File: src/rtl/axi_wr_slave_pkg.sv
// axi_wr_slave_pkg
//   Shared DDR2 definitions for the AXI write slave: address/data geometry,
//   write-path FSM state encoding, BRESP codes and the wlast consistency rule.
package axi_wr_slave_pkg;

  localparam int unsigned ROW_BITS = 14;
  localparam int unsigned COL_BITS = 10;
  localparam int unsigned BA_BITS  = 3;
  localparam int unsigned DQ_BITS  = 16;

  typedef enum logic [1:0] {
    ST_IDLE = 2'd0,
    ST_CMD  = 2'd1,
    ST_DATA = 2'd2,
    ST_RESP = 2'd3
  } wr_state_t;

  localparam logic [1:0] BRESP_OKAY   = 2'b00;
  localparam logic [1:0] BRESP_SLVERR = 2'b10;

  // wlast must mark exactly the beat whose index equals the burst length.
  function automatic logic wlast_mismatch(input logic       last,
                                          input logic [8:0] in_cnt,
                                          input logic [7:0] len);
    logic w_is_final;
    w_is_final     = (in_cnt == {1'b0, len});
    wlast_mismatch = (last != w_is_final);
  endfunction

endpackage

File: src/rtl/axi_wr_slave_fifo.sv
// sync_fifo
//   First-word-fall-through synchronous FIFO for the W beat buffer.
//   Ports:
//     clk, rstn       clock, asynchronous active-low reset (pointers only)
//     i_push, i_data  write side; ignored while full
//     i_pop           read side; ignored while empty
//     o_data          head of queue, forced to zero while empty
//     o_full, o_empty status flags
module sync_fifo #(
  parameter int unsigned DATA_WIDTH = 32,
  parameter int unsigned FIFO_DEPTH = 16
) (
  input  logic                  clk,
  input  logic                  rstn,
  input  logic                  i_push,
  input  logic [DATA_WIDTH-1:0] i_data,
  input  logic                  i_pop,
  output logic [DATA_WIDTH-1:0] o_data,
  output logic                  o_full,
  output logic                  o_empty
);

  localparam int unsigned PW = $clog2(FIFO_DEPTH);

  logic [DATA_WIDTH-1:0] r_mem [FIFO_DEPTH];
  logic [PW:0]           r_wptr;
  logic [PW:0]           r_rptr;
  logic                  w_push;
  logic                  w_pop;

  // Extra pointer MSB distinguishes full from empty when the indices match.
  assign o_empty = (r_wptr == r_rptr);
  assign o_full  = (r_wptr[PW] != r_rptr[PW]) && (r_wptr[PW-1:0] == r_rptr[PW-1:0]);
  assign w_push  = i_push && !o_full;
  assign w_pop   = i_pop && !o_empty;
  assign o_data  = o_empty ? '0 : r_mem[r_rptr[PW-1:0]];

  always_ff @(posedge clk or negedge rstn) begin
    if (!rstn) begin
      r_wptr <= '0;
      r_rptr <= '0;
    end else begin
      if (w_push) r_wptr <= r_wptr + 1'b1;
      if (w_pop)  r_rptr <= r_rptr + 1'b1;
    end
  end

  always_ff @(posedge clk) begin
    if (w_push) r_mem[r_wptr[PW-1:0]] <= i_data;
  end

endmodule

File: src/rtl/axi_wr_slave.sv
// axi_wr_slave
//   AXI write-channel front-end of the DDR2 controller. Accepts one AW burst,
//   buffers its W beats, issues one command to the DDR2 core, streams the
//   buffered beats to it and returns B once the core reports completion.
//   Ports:
//     clk, rstn                     clock, asynchronous active-low reset
//     awvalid/awready/awaddr/awlen  AXI write address channel
//     wvalid/wready/wlast/wdata     AXI write data channel
//     bvalid/bready/bresp           AXI write response channel
//     cmd_valid/cmd_ready/cmd_addr/cmd_len  write command to the core
//     wr_valid/wr_ready/wr_data     data beats to the core
//     wr_done                       core pulse: burst committed
module axi_wr_slave
  import axi_wr_slave_pkg::*;
#(
  parameter int unsigned ADDR_WIDTH = ROW_BITS + COL_BITS + BA_BITS,
  parameter int unsigned DATA_WIDTH = DQ_BITS * 2,
  parameter int unsigned FIFO_DEPTH = 16
) (
  input  logic                  clk,
  input  logic                  rstn,
  input  logic                  awvalid,
  output logic                  awready,
  input  logic [ADDR_WIDTH-1:0] awaddr,
  input  logic [7:0]            awlen,
  input  logic                  wvalid,
  output logic                  wready,
  input  logic                  wlast,
  input  logic [DATA_WIDTH-1:0] wdata,
  output logic                  bvalid,
  input  logic                  bready,
  output logic [1:0]            bresp,
  output logic                  cmd_valid,
  input  logic                  cmd_ready,
  output logic [ADDR_WIDTH-1:0] cmd_addr,
  output logic [7:0]            cmd_len,
  output logic                  wr_valid,
  input  logic                  wr_ready,
  output logic [DATA_WIDTH-1:0] wr_data,
  input  logic                  wr_done
);

  wr_state_t             r_state;
  wr_state_t             w_state_nxt;
  logic                  r_active;
  logic [ADDR_WIDTH-1:0] r_addr;
  logic [7:0]            r_len;
  logic [8:0]            r_in_cnt;
  logic [8:0]            r_out_cnt;
  logic                  r_err;
  logic                  r_done_seen;

  logic                  w_full;
  logic                  w_empty;
  logic                  w_aw_hs;
  logic                  w_push;
  logic                  w_pop;
  logic [8:0]            w_out_cnt_nxt;
  logic                  w_all_out;

  sync_fifo #(
    .DATA_WIDTH (DATA_WIDTH),
    .FIFO_DEPTH (FIFO_DEPTH)
  ) u_fifo (
    .clk     (clk),
    .rstn    (rstn),
    .i_push  (w_push),
    .i_data  (wdata),
    .i_pop   (w_pop),
    .o_data  (wr_data),
    .o_full  (w_full),
    .o_empty (w_empty)
  );

  assign w_aw_hs       = awvalid && awready;
  assign w_push        = wvalid && wready;
  assign w_pop         = wr_valid && wr_ready;
  assign w_out_cnt_nxt = r_out_cnt + {8'd0, w_pop};
  // Counting the pop of this cycle lets a done pulse coincident with the
  // final pop retire the burst on the same edge.
  assign w_all_out     = (w_out_cnt_nxt == ({1'b0, r_len} + 9'd1));
  assign cmd_addr      = r_addr;
  assign cmd_len       = r_len;

  always_ff @(posedge clk or negedge rstn) begin
    if (!rstn) r_state <= ST_IDLE;
    else       r_state <= w_state_nxt;
  end

  always_comb begin
    w_state_nxt = r_state;
    unique case (r_state)
      ST_IDLE: if (w_aw_hs) w_state_nxt = ST_CMD;
      ST_CMD:  if (cmd_ready) w_state_nxt = ST_DATA;
      ST_DATA: if (w_all_out && (r_done_seen || wr_done)) w_state_nxt = ST_RESP;
      ST_RESP: if (bready) w_state_nxt = ST_IDLE;
      default: w_state_nxt = ST_IDLE;
    endcase
  end

  always_comb begin
    awready   = 1'b0;
    wready    = 1'b0;
    cmd_valid = 1'b0;
    wr_valid  = 1'b0;
    bvalid    = 1'b0;
    bresp     = BRESP_OKAY;
    unique case (r_state)
      ST_IDLE: awready = r_active;
      ST_CMD: begin
        cmd_valid = 1'b1;
        wready    = !w_full && (r_in_cnt <= {1'b0, r_len});
      end
      ST_DATA: begin
        wready   = !w_full && (r_in_cnt <= {1'b0, r_len});
        wr_valid = !w_empty;
      end
      ST_RESP: begin
        bvalid = 1'b1;
        bresp  = r_err ? BRESP_SLVERR : BRESP_OKAY;
      end
      default: ;
    endcase
  end

  // r_active keeps awready low through reset and the first cycle after it.
  always_ff @(posedge clk or negedge rstn) begin
    if (!rstn) begin
      r_active    <= 1'b0;
      r_addr      <= '0;
      r_len       <= '0;
      r_in_cnt    <= '0;
      r_out_cnt   <= '0;
      r_err       <= 1'b0;
      r_done_seen <= 1'b0;
    end else begin
      r_active <= 1'b1;
      if (w_aw_hs) begin
        r_addr      <= awaddr;
        r_len       <= awlen;
        r_in_cnt    <= '0;
        r_out_cnt   <= '0;
        r_err       <= 1'b0;
        r_done_seen <= 1'b0;
      end else begin
        if (w_push) begin
          r_in_cnt <= r_in_cnt + 9'd1;
          if (wlast_mismatch(wlast, r_in_cnt, r_len)) r_err <= 1'b1;
        end
        if (w_pop) r_out_cnt <= w_out_cnt_nxt;
        if (wr_done && (r_state != ST_IDLE)) r_done_seen <= 1'b1;
      end
    end
  end

endmodule

File: config.mk
export PLATFORM = sky130hd
export DESIGN_NAME = axi_wr_slave
export DESIGN_NICKNAME = d
export VERILOG_FILES = /design/src/rtl/axi_wr_slave_pkg.sv /design/src/rtl/axi_wr_slave_fifo.sv /design/src/rtl/axi_wr_slave.sv
export SDC_FILE = /design/constraint.sdc
export NUM_CORES = 1
export LEC_CHECK = 0
export ABC_AREA = 1
export ABC_CLOCK_PERIOD_IN_PS = 8000
export CAP_MARGIN = 40
export CORE_MARGIN = 10
export CORE_UTILIZATION = 50
export DETAILED_ROUTE_END_ITERATION = 10
export HOLD_SLACK_MARGIN = 0.1
export PLACE_DENSITY = 0.69
export SLEW_MARGIN = 20
export SYNTH_ARGS = -nofsm -noshare
export SYNTH_HDL_FRONTEND = slang
export SYNTH_SLANG_ARGS = --single-unit
File: constraint.sdc
create_clock -name clk -period 8 [get_ports clk]
set_clock_uncertainty 0.2 [all_clocks]
set_input_delay 2 -clock clk [delete_from_list [all_inputs] [get_ports clk]]
set_output_delay 2 -clock clk [all_outputs]
set_load 0.01 [all_outputs]
; After elaboration in Yosys (flattened, before gate mapping)
; Memories as Yosys holds them, arrays and structs flattened.
; Cells that the tools add are included.
[op_classes]
addsub = 5
n_lt_le_gt_ge = 1
n_eq_ne = 13
muxes = 24
reduce_logical = 21
[op_table]
columns = cell, n
row1 = two-way mux 9 bit, 4
row2 = two-way mux 32 bit, 1
row3 = two-way mux 1 bit, 12
row4 = two-way mux 2 bit, 6
row5 = "adder 5 x 1 -> 5 bit, second input constant", 2
row6 = nonzero test 2 bit, 5
row7 = "adder 8 x 1 -> 9 bit, second input constant", 1
row8 = adder 9 x 1 -> 9 bit, 1
row9 = "adder 9 x 1 -> 9 bit, second input constant", 1
row10 = equality test 9 x 8 -> 1 bit, 1
row11 = equality test 9 bit, 1
row12 = less-or-equal comparator 9 x 8 -> 1 bit, 1
row13 = logical AND 1 bit, 9
row14 = "!= test 2 bit, second input constant", 4
row15 = one-hot mux 2 bit (4 select lines), 1
row16 = equality test 5 bit, 1
row17 = "equality test 2 bit, second input constant", 2
row18 = equality test 4 bit, 1
row19 = AND reduction 4 bit, 1
row20 = "equality test 2 x 1 -> 1 bit, second input constant", 1
row21 = zero test 1 bit, 2
row22 = zero test 2 bit, 1
row23 = != test 1 bit, 2
row24 = AND reduction 2 bit, 1
row25 = other kinds (2), 2
[word_totals]
reg_bits = 68
mem_bits_rw = 512
inputBits = 76
output_inout_bits = 74
n_memories = 1
[memory_table]
columns = memory, depth, word_bits, rd, rd_ports_with_merged_regs, wr, line
row1 = u_fifo.r_mem, 16, 32, 1, 0, 1, axi_wr_slave_fifo.sv:25  ; logic [DATA_WIDTH-1:0] r_mem [FIFO_DEPTH];

; Longest topological paths before layout
; Gate-level depths: netlist (run 1).
[logic_depth]
depth_word = 9
ltp_mapped = 22
mapped_depth_nobuf = 21

; Hierarchy
; From an unflattened synthesis (run 1), not the netlist that was laid out.
[hier_totals]
cells_unflattened = 2698
area_unflattened_um2 = 26073.8
[by_module_without_submodules]
columns = module, n_inst, cells_per_inst, area_per_inst_um2, seq_area_each_um2
row1 = sync_fifo, 1, 2240, 22740.6, 15625.0
row2 = axi_wr_slave, 1, 458, 3333.2, 1451.4

; Worst setup path before layout (run 1)
; Ideal clock, no wire load.
[synth_path]
kind = input-to-reg
from = input wvalid
to = memory u_fifo.r_mem[2][0] (enable)
arrival_time_ns = 4.506
t_required_ns = 7.339
slack_ns = 2.833
cell_stages = 3
n_path_buf = 1
path_cell_list = nand3_2 -> buf_2 -> nor3_1
[synth_via]
elab_chain_cells = 4
[synth_rtl]
columns = item, line
row1 = from (decl), axi_wr_slave.sv:26  ; input logic wvalid,
row2 = logical AND 1 bit, axi_wr_slave.sv:76  ; assign w_push = wvalid && wready;
row3 = logical AND 1 bit, axi_wr_slave_fifo.sv:34  ; assign w_push = i_push && !o_full;
row4 = two-way mux 1 bit, axi_wr_slave_fifo.sv:49  ; if (w_push) r_mem[r_wptr[PW-1:0]] <= i_data;
row5 = two-way mux 1 bit (not written as such), axi_wr_slave_fifo.sv:49
row6 = to (decl), axi_wr_slave_fifo.sv:25
; Every way passes these cells.

; Worst setup path in the final report (run 1)
[layout_path]
from = register u_fifo.r_rptr[0]
to = output wr_data[30]
[layout_via]
elab_chain_cells = 2
word_cells_on_any_way = 3
cone_classes = eq/ne: 1 / mux: 1 / memory: 1
[layout_rtl]
columns = item, line
row1 = from (decl), axi_wr_slave_fifo.sv:27  ; logic [PW:0] r_rptr;
row2 = from (signal assigned), axi_wr_slave_fifo.sv:44  ; if (w_pop) r_rptr <= r_rptr + 1'b1;
row3 = memory read (16 x 32 bit) or equality test 5 bit (tied branches), n/a
row4 = two-way mux 32 bit *, axi_wr_slave_fifo.sv:36  ; assign o_data = o_empty ? '0 : r_mem[r_rptr[PW-1:0]];
row5 = to (decl), axi_wr_slave.sv:39  ; output logic [DATA_WIDTH-1:0] wr_data,
; Mark *: on every way between the ends. The rest lies on a longest branch, timed or not.

==> impl_metrics.csv, run 1 <==
group,metric,value,unit
run_status,status,"complete, no violations",
timing,fin_tns_setup,0,ns
yosys,synth.top_cell.area_share,64.4,%
pwr,power_density,363,mW/mm^2
floorplan,fp.dieW,239,um
final_layout,syn_to_final_growth,17.7,%
detailed_routing,viasPerCell,5.77,
detailed_routing,wl,57800,um
cts,numClockSinks,580,
timing,period_needed,6.56,ns
yosys,syn_area,0.0239,mm^2
cts,clock_path_buffers,3,
detailed_routing,vias,15400,
detailed_routing,dr.first_iter.drc_count,1632,
setup_path,cp.arrival,4.36,ns
cts,htreeDepth,2,
setup_path,crit_chain,"inv_6 -> buf_16 -> buf_4 -> buf_12 -> nor2_1 -> o32ai_1 -> a22o_1 -> inv_1 -> a21oi_1 -> clkdlybuf4s50_1",
setup_path,critical_path_required,5.80,ns
detailed_routing,drtAntennaViolNets,0,
timing,whs,0.286,ns
timing,setup_viol,0,
floorplan,coreArea,0.0474,mm^2
timing,hold_viol,0,
timing,tightestPinTransition,0.823,ns
global_route,grt-ovfl-total,0,
place,place_inst,2555,
cts,clkLatencyLatePin,0.61,ns
pwr,ir_worst_vdd,221,uV
yosys,seq_area_frac_synth,71.5,%
place,portBuffers,148,
place,place_congestion,0.798,
setup_path,critPathKind,"reg -> out",
timing,slew_headroom,45.1,%
final_layout,drive_above_1_share,8.98,%
job,cap_violations,0,
place,hpwl,32400,um
yosys,syn_inst,1859,
setup_path,setup.worst_path.start_class,"register",
yosys,synthTopCellsByArea,"edfxtp_1 64%, dfrtp_1 7.1%, nor2_1 4.8%",
final_layout,mostFrequentLayoutCell,"edfxtp_1",
cts,hold_buffers,0,
cts,ctsResizeCount,0,
pwr,total_power,0.0102,W
final_layout,layout_common_cells,"512 x edfxtp_1, 306 x nor2_1, 238 x nand2_1",
setup_path,cpMaxStageDelayCell,"dfrtp_4",
timing,slew_viol_final,0,
floorplan,die_h,239,um
timing,max_freq,152,MHz
global_route,grt_usage,20.0,%
yosys,ys_ff_latch,580,
global_route,grt_max_degree,83,
cts,ctsRootBufferMaster,"clkbuf_16",
timing,rsz0062_at_grt,"no",
setup_path,cp_num_buf_inv,6,
detailed_routing,drc,0,
cts,cts_buffers,57,
setup_path,end_kind,"primary output",
timing,fin_crit_sh,82.1,%
global_route,grt_pass1_wl,88400,um
yosys,syn_area_per_cell,12.8,um^2
floorplan,start_util,50.3,%
floorplan,io_pins,150,
detailed_routing,wl_per_cell,21.7,um
global_route,antenna_found_initial,1,
global_route,grt_pass1_vias,15300,
yosys,synth_area_leader_cell,"edfxtp_1",
setup_path,cp_max_fo,64,
setup_path,cpLargestDelayFamily,"buffers and inverters",
cts,post-cts-setup-buffers,0,
pwr,leakage,9.96,nW
final_layout,stdcell_count,2666,
yosys,syn-num-nets,1957,
floorplan,die_area,0.0569,mm^2
cts,path_clk_slew,0.06,ns
yosys,synth_cell_type_count,36,
final_layout,fin_nets,2099,
yosys,yosys_warnings,0,
cts,cts_tree,"built",
setup_path,max_stage_delay,0.74,ns
detailed_routing,first_pass_iters,5,
worst_hold_path,min_path_type,"reg -> reg",
floorplan,rows,80,
-- report_power, final --
part	internal [W]	switching, W
logic	0.00139	0.00216
registers	0.00362	0.000219
clock network	0.00167	0.00115
total	0.00667	0.00353
-- registers in the layout, summed over array words and instances (netlist names) --
register,count
cmd_len,8
u_fifo.r_mem,512
u_fifo.r_wptr,5
r_out_cnt,9
cmd_addr,27
u_fifo.r_rptr,5
r_err,1
r_done_seen,1
r_active,1
r_state,2
r_in_cnt,9
-- synthesized netlist by cell type (all sizes together) --
library cell	n
edfxtp	512
nor2	309
nand2	243
o21ai	154
dfrtp	68
inv	68
o32ai	64
nand3	60
clkbuf	57
mux2i	57
buf	56
o221ai	38
o211ai	27
o22ai	24
ha	22
a21oi	21
a31oi	20
nor3	18
xor2	16
a22o	12
nand4	4
or2	4
conb	2
a21o	1
nand3b	1
xnor2	1
-- routing by layer --
| layer | up-vias | part of all wire [%] | wire, um | GRT usage [%] |
|---|---|---|---|---|
| li1 | 7091 | - | - | - |
| met1 | 7601 | 41 | 23600 | 25.6 |
| met2 | 585 | 49 | 28400 | 33.1 |
| met3 | 102 | 7.1 | 4120 | 4.26 |
| met4 | 0 | 2.8 | 1640 | 7.57 |
| met5 | - | 0 | 0 | 0 |
-- cell families (layout without fill, tap and decap cells) --
kind of cell             after synthesis  in the layout  synth area share [%]
XOR/XNOR                              17             17                 0.623
AND/OR/NAND/NOR                      639            639                  10.7
flip-flops                           580            580                  71.5
other                                  2              3                0.0314
AO/OA/AOI/OAI                        361            361                  9.90
buffers and inverters                181            372                  3.68
adder cells (fa/ha/maj)               22             22                  1.15
multiplexers                          57             57                  2.39
-- worst paths after layout --
path / to / from / cells past startpoint / slack (ns)
worst max-delay path: wr_data[30] / u_fifo.r_rptr[0] / 10 / 1.44
worst min-delay path: cmd_addr[1] / cmd_addr[1] / 2 / 0.29
worst max register to register: u_fifo.r_mem[6][0] / u_fifo.r_rptr[0] / 10 / 3.96
worst min register to register: cmd_addr[1] / cmd_addr[1] / 2 / 0.29
max in group asynchronous: u_fifo.r_rptr[0] / rstn / 3 / 5.81
min in group asynchronous: r_done_seen / rstn / 2 / 1.23
-- worst reg2reg max path, delay by kind of cell, from the launching register on --
family / cells / cell delay [ns]
AO/OA/AOI/OAI: 1 / 0.07
buffers and inverters: 4 / 1.32
flip-flops: 1 / 0.87
AND/OR/NAND/NOR: 5 / 1.16
-- through the flow --
stage	utilization [%]	setup WS (ns)	area (um^2)
6_report	59.2	1.44	28100
5_1_grt	59.2	1.15	28100
4_1_cts	59.1	1.06	28100
3_5_place_dp	54.9	1.75	26000
3_3_place_gp	54.5	1.72	25900
2_1_floorplan	-	2.83	23900
-- final cells by class --
class	count	area [um^2]
Inverter	68	260
Clock inverter	43	483
Tap cell	615	769
Sequential cell	580	17100
Antenna cell	1	2.50
Clock buffer	65	1530
Multi-Input combinational cell	1098	6010
Timing Repair Buffer	196	1960
Fill cell	3727	19300
Power figures use the tool's default switching activity.
==> run 2: changes to the inputs <==
--- a/config.mk
+++ b/config.mk
@@ -6,7 +6,7 @@
 export NUM_CORES = 1
 export LEC_CHECK = 0
 export ABC_AREA = 1
-export ABC_CLOCK_PERIOD_IN_PS = 8000
+export ABC_CLOCK_PERIOD_IN_PS = 6210
 export CAP_MARGIN = 40
 export CORE_MARGIN = 10
 export CORE_UTILIZATION = 50
==> constraint.sdc (replaced) <==
create_clock -name clk -period 6.21 [get_ports clk]
set_clock_uncertainty 0.2 [all_clocks]
set_input_delay 1.5525 -clock clk [delete_from_list [all_inputs] [get_ports clk]]
set_output_delay 1.5525 -clock clk [all_outputs]
set_load 0.01 [all_outputs]
==> run 2 against run 1 <==
Effect of this change: wire length decreased by 2.2%; global-route usage decreased by 0.34 points; non-clock buffer count unchanged; final cell count decreased by 0.23%; flip-flop and latch count unchanged; clock power increased by 16%; highest routed layer unchanged; die area unchanged; combinational power increased by 26%; final area decreased by 0.87%; critical path type unchanged; first-iteration DRC count decreased by 10%; critical path depth decreased by 3.
==> impl_metrics.csv, run 2 (same netlist as run 1, synthesis figures left out) <==
group,metric,value,unit
setup_path,crit_chain,"buf_12 -> buf_16 -> o21ai_0 -> o221ai_1 -> o211ai_1 -> a21oi_1 -> clkdlybuf4s50_1",
setup_path,setup.worst_path.start_class,"register",
global_route,grt-ovfl-total,0,
place,portBuffers,148,
setup_path,rr_worst_depth,19,
timing,period_needed,5.52,ns
setup_path,path_depth,7,
floorplan,fp.dieW,239,um
final_layout,fillers,3744,
timing,max_freq,181,MHz
global_route,grt_max_degree,243,
run_status,status,"complete, no violations",
pwr,leakage,9.85,nW
setup_path,cpMaxStageDelayCell,"dfrtp_4",
floorplan,io_pins,150,
place,hpwl,32500,um
final_layout,fin_nets,2099,
setup_path,cp_num_buf_inv,3,
detailed_routing,wl,56500,um
detailed_routing,drtAntennaViolNets,0,
final_layout,n_antenna_cell,0,
detailed_routing,first_pass_iters,5,
timing,tightestPinTransition,0.850,ns
detailed_routing,wl_per_cell,21.3,um
final_layout,final_area,0.0279,mm^2
detailed_routing,dr.first_iter.drc_count,1469,
global_route,grt_pass1_vias,15500,
timing,fin_crit_sh,88.8,%
timing,slew_viol_final,0,
job,cap_violations,0,
cts,post-cts-setup-buffers,0,
cts,ctsResizeCount,0,
setup_path,r2r_end,"r_state[1]",
cts,ctsRootBufferMaster,"clkbuf_16",
cts,cts_buffers,57,
global_route,grt_usage,19.7,%
setup_path,cp.arrival,3.76,ns
timing,hold_viol,0,
pwr,ir_worst_vdd,356,uV
global_route,grt_pass1_wl,87600,um
pwr,power_density,457,mW/mm^2
final_layout,mostFrequentLayoutCell,"edfxtp_1",
timing,setup_viol,0,
floorplan,die_area,0.0569,mm^2
setup_path,worstReg2RegStart,"u_fifo.r_rptr[0]",
cts,cts_tree,"built",
timing,rsz0062_at_grt,"no",
timing,fin_tns_setup,0,ns
floorplan,rows,80,
final_layout,syn_to_final_growth,16.7,%
global_route,antenna_found_initial,0,
cts,clkLatencyLatePin,0.61,ns
setup_path,critPathKind,"reg -> out",
setup_path,critical_path_required,4.46,ns
cts,clock_path_buffers,3,
cts,path_clk_slew,0.06,ns
floorplan,coreArea,0.0474,mm^2
setup_path,setup.worst_path.end,"wr_data[27]",
setup_path,cp_max_fo,168,
cts,htreeDepth,2,
detailed_routing,drc,0,
final_layout,drive_above_1_share,8.22,%
setup_path,critPathLaunch,"u_fifo.r_rptr[0]",
cts,hold_buffers,0,
setup_path,max_stage_delay,0.60,ns
floorplan,start_util,50.3,%
timing,slew_headroom,43.0,%
place,place_congestion,0.832,
worst_hold_path,min_path_type,"reg -> reg",
final_layout,largest_reg_flops,512,
setup_path,end_kind,"primary output",
detailed_routing,vias,15400,
cts,numClockSinks,580,
place,dpl-instance-area,0.0260,mm^2
detailed_routing,viasPerCell,5.77,
final_layout,layout_common_cells,"512 x edfxtp_1, 306 x nor2_1, 238 x nand2_1",
setup_path,rrSetupSlack,2.76,ns
setup_path,cpLargestDelayFamily,"buffers and inverters",
floorplan,die_h,239,um
==> run 2: final cells by class <==
type / count / area (um^2) / area share (%)
clock buffer: 78 / 1580 / 5.65
clock inverter: 25 / 201 / 0.723
inverter: 68 / 260 / 0.934
multi-input combinational: 1098 / 6010 / 21.6
sequential: 580 / 17100 / 61.3
tap: 615 / 769 / 2.76
timing repair buffer: 196 / 1950 / 7.01
==> run 2: metal layers <==
metal	global-route usage, %	routed length [um]
met5	0	0
met3	4.73	4350
met4	5.88	1310
met1	25.2	23300
met2	32.8	27600
==> run 2: power breakdown <==
| part | switching [W] | total [W] | internal (W) |
|---|---|---|---|
| sequential | 0.000281 | 0.00494 | 0.00466 |
| clock | 0.00143 | 0.00328 | 0.00185 |
| combinational | 0.00274 | 0.00449 | 0.00176 |
==> run 2: metrics by stage <==
stage / hold slack, ns / setup WS [ns] / util [%] / power (W) / cells
final: 0.276 / 0.694 / 58.7 / 0.0127 / 2660
after CTS: 0.281 / 0.690 / 58.6 / 0.0128 / 2658
after global placement: 0.261 / 1.40 / 54.8 / 0.00939 / 2553
after global routing: 0.297 / 0.489 / 58.7 / 0.0134 / 2660
after floorplan: 0.261 / 1.49 / - / 0.00778 / 1859
after detailed placement: 0.264 / 1.37 / 54.9 / 0.00951 / 2555
==> run 2: worst min path at each step <==
stage	slack (ns)	start	cells after the start	to
after floorplan	0.26	u_fifo.r_rptr[4]	1	u_fifo.r_rptr[4]
after global placement	0.26	cmd_addr[16]	2	cmd_addr[16]
after detailed placement	0.26	cmd_addr[23]	2	cmd_addr[23]
after CTS	0.28	cmd_addr[14]	2	cmd_addr[14]
after global routing	0.30	u_fifo.r_rptr[4]	1	u_fifo.r_rptr[4]
final	0.28	cmd_addr[14]	2	cmd_addr[14]
==> run 2: tightest hold or removal path: cells and delay by family (launching register included) <==
family / cells / cell delay [ns]
and+or+nand+nor: 2 / 0.10
DFF: 1 / 0.34
